===== config.mk =====
export PLATFORM = sky130hd
export DESIGN_NAME = imem_boot_loader
export DESIGN_NICKNAME = d
export VERILOG_FILES = /design/src/rtl/imem_loader_pkg.sv /design/src/rtl/imem_loader_word_pack.sv /design/src/rtl/imem_boot_loader.sv
export SDC_FILE = /design/constraint.sdc
export NUM_CORES = 1
export LEC_CHECK = 0
export CAP_MARGIN = 20
export CELL_PAD_IN_SITES_DETAIL_PLACEMENT = 0
export CELL_PAD_IN_SITES_GLOBAL_PLACEMENT = 1
export CORE_AREA = 2 2 92 111
export DETAILED_ROUTE_END_ITERATION = 10
export DIE_AREA = 0 0 94 113
export PLACE_DENSITY = 0.81
export SETUP_SLACK_MARGIN = 0.1
export SYNTH_ARGS = -nofsm -noshare
export SYNTH_HDL_FRONTEND = slang
export SYNTH_HIERARCHICAL = 1
export SYNTH_SLANG_ARGS = --single-unit

===== constraint.sdc =====
create_clock -name clk -period 3.4 [get_ports clk]
set_input_delay 0.85 -clock clk [delete_from_list [all_inputs] [get_ports clk]]
set_output_delay 0.85 -clock clk [all_outputs]
set_load 0.05 [all_outputs]

===== src/rtl/imem_loader_pkg.sv =====
// Shared state encoding and framing constants for the instruction-memory boot loader.
package imem_loader_pkg;

   typedef enum logic [2:0] {
      IDLE,
      CNT_LO,
      CNT_HI,
      DATA,
      CSUM,
      DONE,
      ERR
   } state_t;

   localparam int BYTES_PER_WORD = 4;
   localparam int CNT_BYTES      = 2;

endpackage


===== src/rtl/imem_loader_word_pack.sv =====
// Packs a byte stream into little-endian 32-bit words; word_valid pulses the cycle after the 4th byte.
module imem_loader_word_pack
   import imem_loader_pkg::*;
(
   input  logic        clk,
   input  logic        rst_n,
   input  logic        clear,
   input  logic        byte_valid,
   input  logic [7:0]  byte_data,
   output logic [31:0] word,
   output logic        word_valid
);

   localparam int               IDX_W    = $clog2(BYTES_PER_WORD);
   localparam logic [IDX_W-1:0] LAST_IDX = IDX_W'(BYTES_PER_WORD - 1);

   logic [IDX_W-1:0] byte_idx;

   // NOTE: non-blocking assignments so every register here samples the pre-edge values.
   always_ff @(posedge clk or negedge rst_n) begin
      if (!rst_n) begin
         word       <= '0;
         byte_idx   <= '0;
         word_valid <= 1'b0;
      end else if (clear) begin
         word       <= '0;
         byte_idx   <= '0;
         word_valid <= 1'b0;
      end else begin
         word_valid <= byte_valid && (byte_idx == LAST_IDX);
         if (byte_valid) begin
            // Newest byte enters at the top, so the first byte ends up in [7:0].
            word     <= {byte_data, word[31:8]};
            byte_idx <= byte_idx + IDX_W'(1);
         end
      end
   end

endmodule


===== src/rtl/imem_boot_loader.sv =====
// Byte-stream program loader for the instruction memory; holds the core in reset until the image is in.
// Optional trailing checksum byte: define IMEM_LOADER_CSUM_EN.
module imem_boot_loader
   import imem_loader_pkg::*;
#(
   parameter int ADDR_W    = 12,
   parameter int MAX_WORDS = 4096
) (
   input  logic              clk,
   input  logic              rst_n,
   input  logic              start,
   input  logic [7:0]        rx_data,
   input  logic              rx_valid,
   output logic              rx_ready,
   output logic              imem_we,
   output logic [ADDR_W-1:0] imem_addr,
   output logic [31:0]       imem_wdata,
   output logic              core_rst_n,
   output logic              busy,
   output logic              done,
   output logic              err
);

   state_t            state, state_nxt;
   logic              accept, start_ok, last_write, pack_valid, word_valid;
   logic [7:0]        cnt_lo;
   logic [15:0]       word_cnt, n_rx;
   logic [ADDR_W-1:0] addr;
   logic [16:0]       next_idx;
   logic [31:0]       word;

   assign accept     = rx_valid && rx_ready;
   assign start_ok   = start && ((state == IDLE) || (state == DONE) || (state == ERR));
   assign n_rx       = {rx_data, cnt_lo};
   assign next_idx   = 17'(addr) + 17'd1;
   assign last_write = word_valid && (next_idx == {1'b0, word_cnt});
   // A byte arriving during the final write belongs to the checksum, never to the packer.
   assign pack_valid = accept && (state == DATA) && !last_write;

`ifdef IMEM_LOADER_CSUM_EN
   localparam state_t FINISH_ST = CSUM;
   logic [7:0] csum;
   logic       csum_ok;

   assign csum_ok = (rx_data == csum);

   always_ff @(posedge clk or negedge rst_n) begin
      if (!rst_n) begin
         csum <= '0;
      end else if (start_ok) begin
         csum <= '0;
      end else if (accept && ((state == CNT_LO) || (state == CNT_HI) || (state == DATA))
                   && !last_write) begin
         csum <= csum + rx_data;
      end
   end
`else
   localparam state_t FINISH_ST = DONE;
`endif

   imem_loader_word_pack u_pack (
      .clk        (clk),
      .rst_n      (rst_n),
      .clear      (start_ok),
      .byte_valid (pack_valid),
      .byte_data  (rx_data),
      .word       (word),
      .word_valid (word_valid)
   );

   always_ff @(posedge clk or negedge rst_n) begin
      if (!rst_n) begin
         state <= IDLE;
      end else begin
         state <= state_nxt;
      end
   end

   // NOTE: state_nxt gets a default before the case so no path can infer a latch.
   always_comb begin
      state_nxt = state;
      case (state)
         IDLE, DONE, ERR: if (start) state_nxt = CNT_LO;
         CNT_LO:          if (accept) state_nxt = CNT_HI;
         CNT_HI: begin
            if (accept) begin
               if (n_rx == '0)                          state_nxt = FINISH_ST;
               else if (32'(n_rx) > 32'(MAX_WORDS))     state_nxt = ERR;
               else                                     state_nxt = DATA;
            end
         end
         DATA: begin
            if (last_write) begin
`ifdef IMEM_LOADER_CSUM_EN
               if (accept) state_nxt = csum_ok ? DONE : ERR;
               else        state_nxt = CSUM;
`else
               state_nxt = DONE;
`endif
            end
         end
`ifdef IMEM_LOADER_CSUM_EN
         CSUM: if (accept) state_nxt = csum_ok ? DONE : ERR;
`endif
         default: state_nxt = IDLE;
      endcase
   end

   always_comb begin
      rx_ready   = 1'b0;
      busy       = 1'b0;
      done       = 1'b0;
      err        = 1'b0;
      core_rst_n = 1'b0;
      case (state)
         CNT_LO, CNT_HI, DATA, CSUM: begin
            rx_ready = 1'b1;
            busy     = 1'b1;
         end
         DONE: begin
            done       = 1'b1;
            core_rst_n = 1'b1;
         end
         ERR:     err = 1'b1;
         default: ;
      endcase
   end

   always_ff @(posedge clk or negedge rst_n) begin
      if (!rst_n) begin
         cnt_lo   <= '0;
         word_cnt <= '0;
         addr     <= '0;
      end else if (start_ok) begin
         word_cnt <= '0;
         addr     <= '0;
      end else begin
         if (accept && (state == CNT_LO)) cnt_lo   <= rx_data;
         if (accept && (state == CNT_HI)) word_cnt <= n_rx;
         if (word_valid && !last_write)   addr     <= addr + ADDR_W'(1);
      end
   end

   assign imem_we    = word_valid;
   assign imem_addr  = addr;
   assign imem_wdata = word;

endmodule


==> results of run 1 <==
-- final cells by class --
| class | count | area (um2) |
|---|---|---|
| Fill cell | 917 | 4716 |
| Sequential cell | 74 | 1852 |
| Multi-Input combinational cell | 273 | 1719 |
| Timing Repair Buffer | 71 | 708.2 |
| Clock buffer | 9 | 225.2 |
| Tap cell | 123 | 153.9 |
| Clock inverter | 6 | 115.1 |
| Inverter | 7 | 26.28 |
-- per-stage QoR --
stage | cells | cell area (um2) | utilization, % | setup WS (ns) | hold slack [ns]
final | 563 | 4800 | 50.44 | 0.2869 | 0.5223
after global routing | 563 | 4800 | 50.44 | 0.1109 | 0.5358
after CTS | 563 | 4791 | 50.35 | 0.2180 | 0.5242
after detailed placement | 548 | 4451 | 46.77 | 0.2462 | 0.5137
after global placement | 548 | 4451 | 46.77 | 0.3455 | 0.5063
after floorplan | 375 | 3739 | - | 0.1518 | 0.4903
-- state kept, by name, summed over array words and instances (netlist names) --
register	cells
u_pack/word	32
state	3
imem_addr	12
cnt_lo	8
word_cnt	16
u_pack/word_valid	1
u_pack/byte_idx	2
-- cell families after synthesis --
kind of cell    Yosys count
mux                      42
buf+inv                  28
compound gates           66
flops                    74
simple gates            146
fa+ha+maj                 2
xor+xnor                 17
-- final timing paths --
kind | slack (ns) | cells past startpoint | to
min in group asynchronous | 0.66 | 1 | imem_addr[1]
hold / removal | 0.52 | 2 | u_pack/word[5]
max in group asynchronous | 2.15 | 1 | imem_addr[8]
setup reg to reg | 0.29 | 11 | u_pack/byte_idx[1]
setup / recovery | 0.29 | 11 | u_pack/byte_idx[1]
hold reg to reg | 0.52 | 2 | u_pack/word[5]
-- layer usage --
metal  wire [um]  vias to the layer above  global-route usage (%)
met2        3856                       84                   25.48
met3         477                       14                   4.128
met4         164                        0                   6.280
met5           0                        -                       0
li1            -                     1432                       -
met1        3783                     1418                   22.51
-- Yosys cell counts (2+ instances only) --
cell / count
buf_4: 2
a21oi_1: 30
dfrtp_1: 74
nand3_1: 4
o21ai_0: 11
inv_1: 6
or4_1: 2
a311o_1: 3
nor2_1: 49
xor2_1: 6
nand2b_1: 2
a31o_2: 5
nor4_1: 5
nor3_1: 10
and3_1: 5
o2111ai_1: 2
mux2i_1: 34
buf_2: 6
o221ai_1: 2
a31oi_1: 3
nand4_1: 3
ha_1: 2
clkbuf_1: 7
nand2_1: 52
xnor2_1: 11
mux2_2: 8
buf_12: 3
or3_1: 5
o31ai_1: 3
-- cells in the final DEF (no fill, tap or decap), drive strengths merged, types with 3 or more instances in the layout --
| cell | n |
|---|---|
| nor4 | 5 |
| nor2 | 50 |
| mux2i | 34 |
| a31o | 5 |
| clkbuf | 9 |
| o31ai | 4 |
| xnor2 | 11 |
| and3 | 6 |
| a21oi | 30 |
| xor2 | 6 |
| or3 | 5 |
| bufinv | 3 |
| a311o | 3 |
| nor3 | 11 |
| dfrtp | 74 |
| a31oi | 3 |
| nand2 | 52 |
| o21ai | 12 |
| clkdlybuf4s50 | 60 |
| inv | 8 |
| nand4 | 4 |
| mux2 | 8 |
| nand3 | 5 |
| buf | 11 |
-- worst max-delay path, cell delays in order (launching register included) --
cell	delay, ns
dfrtp_1	0.47
ha_2	0.30
nand3_4	0.14
or3_1	0.40
and4b_1	0.22
a311o_1	0.31
nand4_2	0.19
o211a_1	0.20
and3_2	0.22
buf_12	0.25
mux2i_1	0.23
nor2_1	0.07
-- power by group through the flow --
stage / logic (W) / registers (W) / clock network, W
after floorplan: 0.000842 / 0.00136 / 0
after global placement: 0.00121 / 0.00129 / 0
after detailed placement: 0.00123 / 0.00130 / 0
after CTS: 0.00123 / 0.00129 / 0.00109
after global routing: 0.00135 / 0.00132 / 0.00114
final: 0.00123 / 0.00129 / 0.00107
==> impl_metrics.toml, run 1 <==
[power]
switching_share_pct = 36.39
power_frac_clock_pct = 29.9
switching_power_w = 0.001307
power_density_nw_per_um2 = 748.3
leakagePower_nw = 1.980
internal-power_w = 0.002285
ir_drop_v = 0.0004650
total_power_w = 0.003592
seq_power_share_pct = 35.8
comb_power_share_pct = 34.3

[synthesis]
synth.area.top_cells = "dfrtp_1 50%, mux2i_1 9.1%, nand2_1 5.2%, nor2_1 4.9%, a21oi_1 4.0%"
synth_fa_ha_area_share_pct = 0.6693
synth_top_area_share_pct = 49.53
synth_xor_area_share_pct = 3.983
ys_types = 49
syn-instance-count = 375
synthSimpleGateAreaFrac_pct = 18.04
yosysWarningCount = 6
syn_nets = 389
postSynth.asyncResetShare_pct = 100.0
synth_seq_cells = 74
avgSynthCellArea_um2 = 9.970
netlist_area_um2 = 3739
yosys.area.top_type = "dfrtp_1"
synth-main-ff-cell = "dfrtp_1"
synth_edf_count = 0
synth_seq_area_share_pct = 49.53
synth_compound_area_share_pct = 11.51
muxShareOfSynthArea_pct = 11.51
synth_top_family_by_area = "simple AND/OR/NAND/NOR gates"

[critical_path]
worstPathMaxFanout = 35
worstSetupStartpoint = "imem_addr[0]"
required_ns = 3.60
crit_path_end_kind = "register"
cp_data_arrival_time_ns = 3.31
r2r_start = "imem_addr[0]"
worst-setup-path-type = "register to register"
worstSetupStartpointType = "register"

[finish]
nNetsFinal = 450
num_antenna_cells = 0
drive_above_1_share_pct = 11.36
area_growth_pct = 28.38

[clock_network]
cts-root-buf = "clkbuf_16"
clk_path_buf_depth = 2
cts_tree = "done"
cts_buffers = 9
htreeDepth = 3
clk_pin_slew_worst_paths_ns = 0.06
clk_latency_ns = 0.33
cts_resized = 0
cts_hold_buf = 0
cts.sinks = 74
post_cts_buffers = 0

[placement]
dpl.hpwl_um = 5694
io_buffers = 61
gp_congestion = 0.8017

[timing]
finalHoldViolations = 0
max-slew-margin-rel_pct = 38.91
tightest_slew_ns = 0.9164
setup_viol = 0
layout_min_cycle_time_ns = 3.113
drv_slew = 0
rsz0062_at_grt = "no"
min_period_over_period_pct = 91.56
max_freq_ghz = 0.3212
skew_ns = 0.008901
final.setup.tns_ns = 0

[global_route]
grt_max_degree = 75
grtUsageTotal_pct = 16.53
grt_overflow_total = 0
antenna_found_initial = 0
grt_pass1_wl_um = 14150
grt_pass1_vias = 2918

[routing]
antenna_left = 0
wirelength_um = 8283
vias = 2948
drt_iter0_drc = 148
wl_per_cell_um = 14.71
vias_per_cell = 5.236
drc = 0
firstDrtPassIters = 4

[flow_run]
drv_cap = 0

[worst_hold_path]
worstHoldStart = "u_pack/word[5]"
hold_class = "register to register"

[die]
pin_count = 62
dieArea_um2 = 10620
die_w_um = 94
core_um2 = 9515
die_h_um = 113
start_util_pct = 39.29
num_rows = 39

[run_status]
status = "complete, no violations"
Note: power is estimated with default switching activity, not from simulation.
==> run 2: changes to the inputs <==
- RECOVER_POWER: unset -> 50
==> run 2 against run 1 <==
Compared with the run above:
- the flow now finishes with violations (capacitance limit, slew limit)
- clock skew about the same
- clock power about the same
- total power shrank 0.70%
- sequential power hardly changed
- clock-buffer cell count stayed put
- flip-flop and latch count is the same
- maximum frequency down 0.58%
- final cell count stayed put
- first-iteration DRC count is 2.7% higher
- critical path depth unchanged
- critical endpoint unchanged
- largest power group unchanged
- highest routed layer unchanged
==> impl_metrics.toml, run 2 (synthesis results as in run 1) <==
[timing]
final.setup.tns_ns = 0
finalHoldViolations = 0
drv_slew = 75
setup_viol = 0
max-slew-margin-rel_pct = -19.36
layout_min_cycle_time_ns = 3.131
max_freq_ghz = 0.3194
skew_ns = 0.008988
rsz0062_at_grt = "no"
min_period_over_period_pct = 92.10
tightest_slew_ns = 1.790

[finish]
fin_area_um2 = 4781
layout_common_cells = "74 x dfrtp_1, 58 x clkdlybuf4s50_1, 52 x nand2_1"
area_growth_pct = 27.88
final_common_cell = "dfrtp_1"
num_antenna_cells = 0
nNetsFinal = 450
drive_above_1_share_pct = 10.91
regMostFlops = "u_pack/word"
largest_register_ff_count = 32

[routing]
wirelength_um = 8254
wl_per_cell_um = 14.66
vias = 2942
firstDrtPassIters = 4
drc = 0
vias_per_cell = 5.226
drt_iter0_drc = 152
antenna_left = 0

[clock_network]
clk_pin_slew_worst_paths_ns = 0.06
cts_tree = "done"
clk_path_buf_depth = 2
cts.sinks = 74
cts_buffers = 9
htreeDepth = 3
clk_latency_ns = 0.33
cts-root-buf = "clkbuf_16"

[die]
num_rows = 39
core_um2 = 9515
die_h_um = 113
start_util_pct = 39.29
dieArea_um2 = 10620
die_w_um = 94
pin_count = 62

[power]
leakagePower_nw = 1.974
power_density_nw_per_um2 = 746.0
ir_drop_v = 0.0004654

[critical_path]
worst-setup-path-type = "register to register"
worstPathMaxFanout = 35
crit_path_end_kind = "register"
critPathMaxStageDelay_ns = 0.47
cp_cell_sequence = "ha_2 > nand3_4 > or3_1 > and4b_1 > a311o_1 > nand4_2 > o211a_1 > and3_2 > buf_12 > mux2i_1 > nor2_1"
worstSetupStartpointType = "register"
slowest_stage = "dfrtp_1"
cp_data_arrival_time_ns = 3.31
required_ns = 3.58

[global_route]
grt_max_degree = 75
grtUsageTotal_pct = 16.53
grt_pass1_vias = 2918
grt_overflow_total = 0
grt_pass1_wl_um = 14150
antenna_found_initial = 0

[placement]
io_buffers = 61
place_area_um2 = 4451
gp_congestion = 0.8017
dpl.hpwl_um = 5694

[worst_hold_path]
hold_class = "register to register"

[run_status]
status = "complete, but fails checks"
violations = "capacitance limit, slew limit"

[flow_run]
drv_cap = 1
## run 2: changes by cell type in the layout (fill, tap and decap cells not counted)
| cell | delta |
|---|---|
| o21ai_1 | -1 |
| clkbuf_2 | +1 |
| buf_4 | -2 |
| dlygate4sd3_1 | +2 |
| clkbuf_1 | +1 |
| clkbuf_4 | +1 |
| buf_12 | -1 |
| o21ai_0 | +1 |
| inv_2 | -1 |
| inv_1 | +1 |
| clkdlybuf4s50_1 | -2 |
## run 2: worst paths after layout
kind	to	cells after the start	start	slack (ns)
max	u_pack/byte_idx[1]	11	imem_addr[0]	0.27
min	u_pack/word[5]	2	u_pack/word[5]	0.52
max reg2reg	u_pack/byte_idx[1]	11	imem_addr[0]	0.27
min reg2reg	u_pack/word[5]	2	u_pack/word[5]	0.52
max in group asynchronous	imem_addr[8]	1	rst_n	1.34
min in group asynchronous	imem_addr[1]	1	rst_n	1.01
## run 2: where the power goes
part	switching [W]	internal, W	leakage (nW)
clock	0.000357	0.000716	0.162
combinational	0.000745	0.000462	0.807
sequential	0.000199	0.00109	1.00
## run 2: timing repair
item                                    in CTS  in global routing
hold endpoints to repair                     0                  0
hold buffers                                 0                  0
buffers inserted                             0                  0
gates resized for setup                      0                  2
endpoints found under the setup margin       0                 34
## run 2: per-stage QoR
stage / power [W] / hold slack, ns / std cells / worst slack (ns) / utilization (%)
after global routing: 0.003784 / 0.5358 / 563 / 0.08605 / 50.24
after CTS: 0.003613 / 0.5242 / 563 / 0.2180 / 50.35
final: 0.003566 / 0.5233 / 563 / 0.2687 / 50.24
after detailed placement: 0.002527 / 0.5137 / 548 / 0.2462 / 46.77
after floorplan: 0.002200 / 0.4903 / 375 / 0.1518 / -
after global placement: 0.002502 / 0.5063 / 548 / 0.3455 / 46.77
## run 2: worst max-delay path: cells and delay by family (launching register included)
kind,cells,cell delay [ns]
AOI/OAI and AO/OA,2,0.51
adders and majority gates,1,0.30
buffers and inverters,1,0.24
DFF,1,0.47
muxes,1,0.23
and+or+nand+nor,6,1.24
## run 2: area by class of cell
class	instances	area, um2
sequential	74	1852
inverter	7	26.28
timing repair buffer	71	689.4
clock buffer	9	225.2
tap	123	153.9
multi-input combinational	273	1719
fill	921	4735
clock inverter	6	115.1
## run 2: routing by layer
metal | GRT usage (%) | vias to the layer above | share of wire (%)
li1 | - | 1432 | -
met1 | 22.51 | 1426 | 45
met2 | 25.48 | 73 | 47
met3 | 4.128 | 11 | 5.5
met4 | 6.280 | 0 | 1.7
met5 | 0 | - | 0
